$ cat src/rtl/div_pkg.sv
// Shared types and defaults for the sequential restoring divider.
package div_pkg;

  localparam int DIV_WIDTH = 8;

  typedef enum logic [1:0] {
    IDLE = 2'd0,
    BUSY = 2'd1,
    DONE = 2'd2
  } div_state_t;

endpackage

$ cat src/rtl/restoring_div_step.sv
// One restoring-division iteration, purely combinational (zero latency).
// No handshake: the caller decides when to register the step outputs.
module restoring_div_step #(
  parameter int WIDTH = 8
) (
  input  logic [WIDTH:0]     rem_in,
  input  logic [2*WIDTH-1:0] quo_in,
  input  logic [WIDTH-1:0]   divisor,
  output logic [WIDTH:0]     rem_out,
  output logic [2*WIDTH-1:0] quo_out
);

  logic [WIDTH:0]     shifted;
  logic [WIDTH:0]     div_ext;
  logic [2*WIDTH-1:0] quo_shift;

  assign shifted   = {rem_in[WIDTH-1:0], quo_in[2*WIDTH-1]};
  assign div_ext   = {1'b0, divisor};
  assign quo_shift = {quo_in[2*WIDTH-2:0], 1'b0};

  always_comb begin
    rem_out = shifted;
    quo_out = quo_shift;
    if (shifted >= div_ext) begin
      rem_out = shifted - div_ext;
      quo_out = quo_shift | {{(2*WIDTH-1){1'b0}}, 1'b1};
    end
  end

endmodule

$ cat src/rtl/seq_divider.sv
// Unsigned 2W/W restoring divider, one quotient bit per clock: result valid 2W edges after accept (0 for div-by-zero).
// Result is held in DONE until out_ready; no new operands are accepted until the result handshake completes.
module seq_divider
  import div_pkg::*;
#(
  parameter int WIDTH = DIV_WIDTH
) (
  input  logic               clk,
  input  logic               rst,
  input  logic               in_valid,
  output logic               in_ready,
  input  logic [2*WIDTH-1:0] dividend,
  input  logic [WIDTH-1:0]   divisor,
  output logic               out_valid,
  input  logic               out_ready,
  output logic [2*WIDTH-1:0] quotient,
  output logic [WIDTH-1:0]   remainder,
  output logic               div_by_zero
);

  localparam int CW = $clog2(2*WIDTH);
  localparam logic [CW-1:0] LAST_CNT = CW'(2*WIDTH-1);

  div_state_t state, state_nxt;

  logic [CW-1:0]      cnt;
  logic [WIDTH:0]     rem_q;
  logic [2*WIDTH-1:0] quo_q;
  logic [WIDTH-1:0]   div_q;
  logic [WIDTH:0]     rem_nxt;
  logic [2*WIDTH-1:0] quo_nxt;
  logic               accept;
  logic               zero_div;

  restoring_div_step #(.WIDTH(WIDTH)) u_step (
    .rem_in  (rem_q),
    .quo_in  (quo_q),
    .divisor (div_q),
    .rem_out (rem_nxt),
    .quo_out (quo_nxt)
  );

  assign in_ready  = (state == IDLE);
  assign out_valid = (state == DONE);
  assign accept    = in_valid && in_ready;
  assign zero_div  = (divisor == '0);

  always_ff @(posedge clk or posedge rst) begin
    if (rst) state <= IDLE;
    else     state <= state_nxt;
  end

  always_comb begin
    state_nxt = state;
    case (state)
      IDLE: if (accept) state_nxt = zero_div ? DONE : BUSY;
      BUSY: if (cnt == '0) state_nxt = DONE;
      DONE: if (out_ready) state_nxt = IDLE;
      default: state_nxt = IDLE;
    endcase
  end

  // Result registers are only written when entering DONE, so they hold otherwise.
  always_ff @(posedge clk or posedge rst) begin
    if (rst) begin
      cnt         <= '0;
      rem_q       <= '0;
      quo_q       <= '0;
      div_q       <= '0;
      quotient    <= '0;
      remainder   <= '0;
      div_by_zero <= 1'b0;
    end else begin
      case (state)
        IDLE: begin
          if (accept && !zero_div) begin
            quo_q <= dividend;
            rem_q <= '0;
            div_q <= divisor;
            cnt   <= LAST_CNT;
          end else if (accept) begin
            quotient    <= '1;
            remainder   <= dividend[WIDTH-1:0];
            div_by_zero <= 1'b1;
          end
        end
        BUSY: begin
          rem_q <= rem_nxt;
          quo_q <= quo_nxt;
          cnt   <= cnt - CW'(1);
          if (cnt == '0) begin
            quotient    <= quo_nxt;
            remainder   <= rem_nxt[WIDTH-1:0];
            div_by_zero <= 1'b0;
          end
        end
        default: ;
      endcase
    end
  end

endmodule

$ cat config.mk
export PLATFORM = sky130hd
export DESIGN_NAME = seq_divider
export DESIGN_NICKNAME = d
export VERILOG_FILES = /design/src/rtl/div_pkg.sv /design/src/rtl/restoring_div_step.sv /design/src/rtl/seq_divider.sv
export SDC_FILE = /design/constraint.sdc
export NUM_CORES = 1
export LEC_CHECK = 0
export CAP_MARGIN = 40
export CORE_MARGIN = 2
export CORE_UTILIZATION = 50
export DETAILED_ROUTE_END_ITERATION = 16
export PLACE_DENSITY_LB_ADDON = 0.12
export SLEW_MARGIN = 10
export SYNTH_ARGS = -nofsm -noshare
export SYNTH_HDL_FRONTEND = slang
export SYNTH_SLANG_ARGS = --single-unit
$ cat constraint.sdc
create_clock -name clk -period 3.45 [get_ports clk]
set_input_delay 0.69 -clock clk [delete_from_list [all_inputs] [get_ports clk]]
set_output_delay 0.69 -clock clk [all_outputs]
set_load 0.05 [all_outputs]
* After elaboration in Yosys (flattened, before gate mapping) *
Index checks and enable logic that the tools add are counted.

operators by class
  add/subtract/negate cells = 2
  $lt $le $gt $ge = 1
  equality and inequality tests = 7
  muxes and demuxes = 25
  reductions and logical operators = 11

operators by type and width
  kind                                                   count
  2-to-1 mux 16 bit                                      4
  one-hot mux 16 bit (2 select lines)                    2
  2-to-1 mux 8 bit                                       5
  one-hot mux 8 bit (2 select lines)                     2
  >= comparator 9 x 8 -> 1 bit                           1
  logical NOT 8 bit                                      1
  2-to-1 mux 2 bit                                       4
  one-hot mux 4 bit (2 select lines)                     1
  subtractor 8 bit                                       1
  inequality test 2 x 1 -> 1 bit, second input constant  3
  one-hot mux 2 bit (3 select lines)                     1
  logical NOT 4 bit                                      1
  2-to-1 mux 1 bit                                       4
  2-to-1 mux 4 bit                                       1
  inequality test 2 bit, second input constant           2
  AND reduction 2 bit                                    2
  AND reduction 4 bit                                    1
  subtractor 4 x 1 -> 4 bit, second input constant       1
  AND reduction 3 bit                                    1
  == test 2 x 1 -> 1 bit, second input constant          1
  == test 2 bit, second input constant                   1
  logical AND 1 bit                                      2
  logical NOT 2 bit                                      1
  one-hot mux 1 bit (2 select lines)                     1
  2 further kinds                                        2

word-level totals
  bits in registers = 63
  output and inout port bits = 27
  logic and storage cells = 54

* Depth between registers and ports, before layout *
  depth in word-level cells = 5
  mapped depth = 9
  mapped depth without buffers = 9

* Modules after synthesis *
Synthesis repeated with hierarchy kept, for this count alone.

second synthesis, totals
  cell total of the unflattened synthesis = 382
  area, all modules = 3425.8 um^2

modules (own cells, without submodules)
  module              instances  cells an instance  area an instance (um^2)  sequential area each (um^2)
  seq_divider         1          291                2766.4                   1601.5
  restoring_div_step  1          91                 659.4                    0.0

* Worst setup path after synthesis *
Ideal clock, no wire load.

  path type = register to register
  from = register state[0]
  to = register quotient[1]
  library setup time = 0.082 ns
  data arrival time = 2.218 ns
  required time = 3.368 ns
  setup slack = 1.150 ns
  stages on the path, launching flop included = 9
  buffers on the path = 3
  clock period less this slack = 2.300 ns
  cells stage by stage = dfrtp_1 clkbuf_1 nor2_1 nand4_1 nand2_1 buf_2 buf_2 nor2_1 a31oi_1

between the ends
  longest elaborated chain between the ends = 5
  elaborated cells between the ends (all ways) = 10

ends and longest elaborated chain
  what                             line               text
  start: declaration               seq_divider.sv:24  div_state_t state, state_nxt;
  start signal: assignment         seq_divider.sv:50  else state <= state_nxt;
  logical NOT 2 bit *              seq_divider.sv:43  assign in_ready = (state == IDLE);
  named net in_ready               seq_divider.sv:11  output logic in_ready,
  logical AND 1 bit                seq_divider.sv:45  assign accept = in_valid && in_ready;
  logical AND 1 bit                seq_divider.sv:76  if (accept && !zero_div) begin
  inequality test 2 bit (no line)  --
  AND reduction 4 bit (no line)    --
  end signal: assignment           seq_divider.sv:92  quotient <= quo_nxt;
  end: declaration                 seq_divider.sv:16  output logic [2*WIDTH-1:0] quotient,

The timed path passes the listed nets; every way through them passes the cells marked *.
A chain may end at the register's enable or synchronous reset.

* Worst setup path in the final report *
  from = register state[0]
  to = output port in_ready

between the ends
  longest elaborated chain between the ends = 1

ends and longest elaborated chain
  what               line
  logical NOT 2 bit  seq_divider.sv:43
  end: declaration   seq_divider.sv:11

No other way between the ends.

==> results.cfg <==
[status]
status = complete, no violations

[grt]
busiest_layer = met2
grt-ovfl-total = 0
grt_use_met3 = 0.0739
grt_pass1_wl_mm = 12.7
grt_max_degree = 48
grt_pass1_vias = 2624
gr-usage-met1 = 0.344
grt_util_all_layers = 0.251
grt_use_met2 = 0.384
antenna_found_initial = 0

[clock_tree]
cts_tree = done
htreeDepth = 3
cts_setup_buffers = 0
clock_path_buffers = 2
cts-hold-fix-buffers = 0
cts.sinks = 63
clk-insertion-delay-late_ns = 0.34
root_buffer = clkbuf_8
path_clk_slew_ns = 0.07
cts_resized = 0
cts_buffers = 9

[yosys]
yosys_warnings = 0
syn-instance-count = 346
synth-edff-count = 0
synthArstFlopShare = 1.00
yosysTopAreaCell = dfrtp_1
synthFlopType = dfrtp_1
synthTopCellsByCount = 63 x dfrtp_1, 59 x nand2_1, 54 x nor2_1, 26 x inv_1, 25 x a31oi_1
avgSynthCellArea_um2 = 8.84
ys_seq_area_frac = 0.516
synth_top_area_frac = 0.516
syn-cell-area_mm2 = 0.00306
synth_seq_cells = 63
synth.top_cells.by_area = dfrtp_1 52%, nand2_1 7.2%, nor2_1 6.6%
ys_types = 40
yosysMostFrequentCell = dfrtp_1
syn-num-nets = 384

[floorplan]
dieArea_mm2 = 0.00676
num_rows = 28
fp.coreArea_mm2 = 0.00592
die_w_um = 82.2
die_h_um = 82.2
start_util = 0.516
ioPinCount = 55

[pwr]
max-vdd-ir-drop_uv = 651
power_density_mw_per_mm2 = 1110
power_mw = 4.35
leakage_nw = 1.72

[placed_design]
place.gp.congestion = 0.823
place_ws_ns = 0.795
port_buffers = 54
place_hpwl_mm = 5.28

[setup_path]
crit_path_top_delay_cell = clkdlybuf4s50_1
path_class = reg2out
critPathTopFamily = buffers and inverters
cpPeakStageDelay_ns = 0.89
crit_fanout = 12
crit_required_ns = 2.76
crit_chain = nor2_1, clkdlybuf4s50_1
worstPathBufferInverterCount = 1
cp.arrival_ns = 2.16
start_kind = register
endpoint_kind = output pin

[timing]
fmax_mhz = 351
slew_violations = 0
setup-tns-final_ns = 0
setup_ws_ns = 0.600
slew_headroom = 0.468
min_period_ns = 2.85
final.period_utilization = 0.826
hold_viol = 0
rsz0062_at_grt = no
fin_skew_ns = 0.00734
final-setup-viol-count = 0
tightest_slew_ns = 0.796

[route]
drt-total-wl_mm = 7.57
first_pass_iters = 5
avgViaCountPerCell = 5.55
wire_per_inst_um = 15.8
first_iter_violations = 187
drtAntennaViolNets = 0
drc = 0
num_vias = 2665

[cells_and_area]
syn2layout_area_growth_pct = 28.3
drive_gt1_frac = 0.0741
diodes = 0
final_core_util = 0.663
nets = 438

[job]
drv_cap = 0

[min_path]
min_path_type = reg2reg
-- cell families (layout without fill, tap and decap cells) --
logic type,after synthesis,after routing,share of synthesized area
flops,63,63,0.516
compound gates,74,74,0.156
buf+inv,45,104,0.0593
simple gates,148,148,0.206
mux,3,3,0.0106
xor+xnor,3,3,0.00859
fa+ha+maj,10,10,0.0434
-- state kept, by name, summed over array words and instances (netlist names) --
register and cells:
quotient 16, cnt 4, rem_q 8, state 2
remainder 8, quo_q 16, div_q 8, div_by_zero 1
-- final timing paths --
path	startpoint	to	slack (ns)	cells after the start
max	state[0]	in_ready	0.60	2
min	div_q[0]	div_q[0]	0.50	2
max reg2reg	quo_q[15]	remainder[6]	0.80	9
min reg2reg	div_q[0]	div_q[0]	0.50	2
max in group asynchronous	rst	quotient[4]	2.09	3
min in group asynchronous	rst	remainder[1]	0.75	2
-- power by group --
group | internal, mW | total [mW] | switching, mW
logic | 0.863 | 2.34 | 1.47
clock network | 0.430 | 0.738 | 0.308
registers | 1.07 | 1.28 | 0.210
total | 2.36 | 4.35 | 1.99
-- final cells by class --
type / instances / area, µm²
tap: 75 / 93.8
clock inverter: 6 / 92.6
fill: 518 / 2000
timing repair buffer: 62 / 613
clock buffer: 10 / 138
sequential: 63 / 1580
multi-input combinational: 238 / 1310
inverter: 26 / 97.6
-- cells in the final DEF (no fill, tap or decap), types with 9 or more instances in the layout --
cell / netlist / layout
a31oi_1: 25 / 25
nand2_1: 59 / 59
nor2_1: 54 / 54
clkbuf_8: 0 / 10
clkdlybuf4s50_1: 0 / 54
a21oi_1: 14 / 14
nand3_1: 15 / 15
o21ai_0: 15 / 15
dfrtp_1: 63 / 63
inv_1: 26 / 25
ha_1: 9 / 9
-- through the flow --
stage / std cells / hold WS (ns) / instance area (µm²)
final: 480 / 0.496 / 3920
after floorplan: 346 / 0.450 / 3060
after detailed placement: 464 / 0.476 / 3690
after CTS: 480 / 0.498 / 3920
after global placement: 464 / 0.473 / 3690
after global routing: 480 / 0.523 / 3920
-- worst min-delay path: cells and delay by family, from the launching register on --
kind             cells  cell delay (ns)
DFF                  1             0.35
and+or+nand+nor      2             0.11
-- routing by layer --
| metal | wire length, µm | vias up |
|---|---|---|
| li1 | - | 1291 |
| met1 | 3460 | 1276 |
| met2 | 3550 | 87 |
| met3 | 450 | 11 |
| met4 | 114 | 0 |
| met5 | 0 | - |
Note: power is estimated with default switching activity, not from simulation.
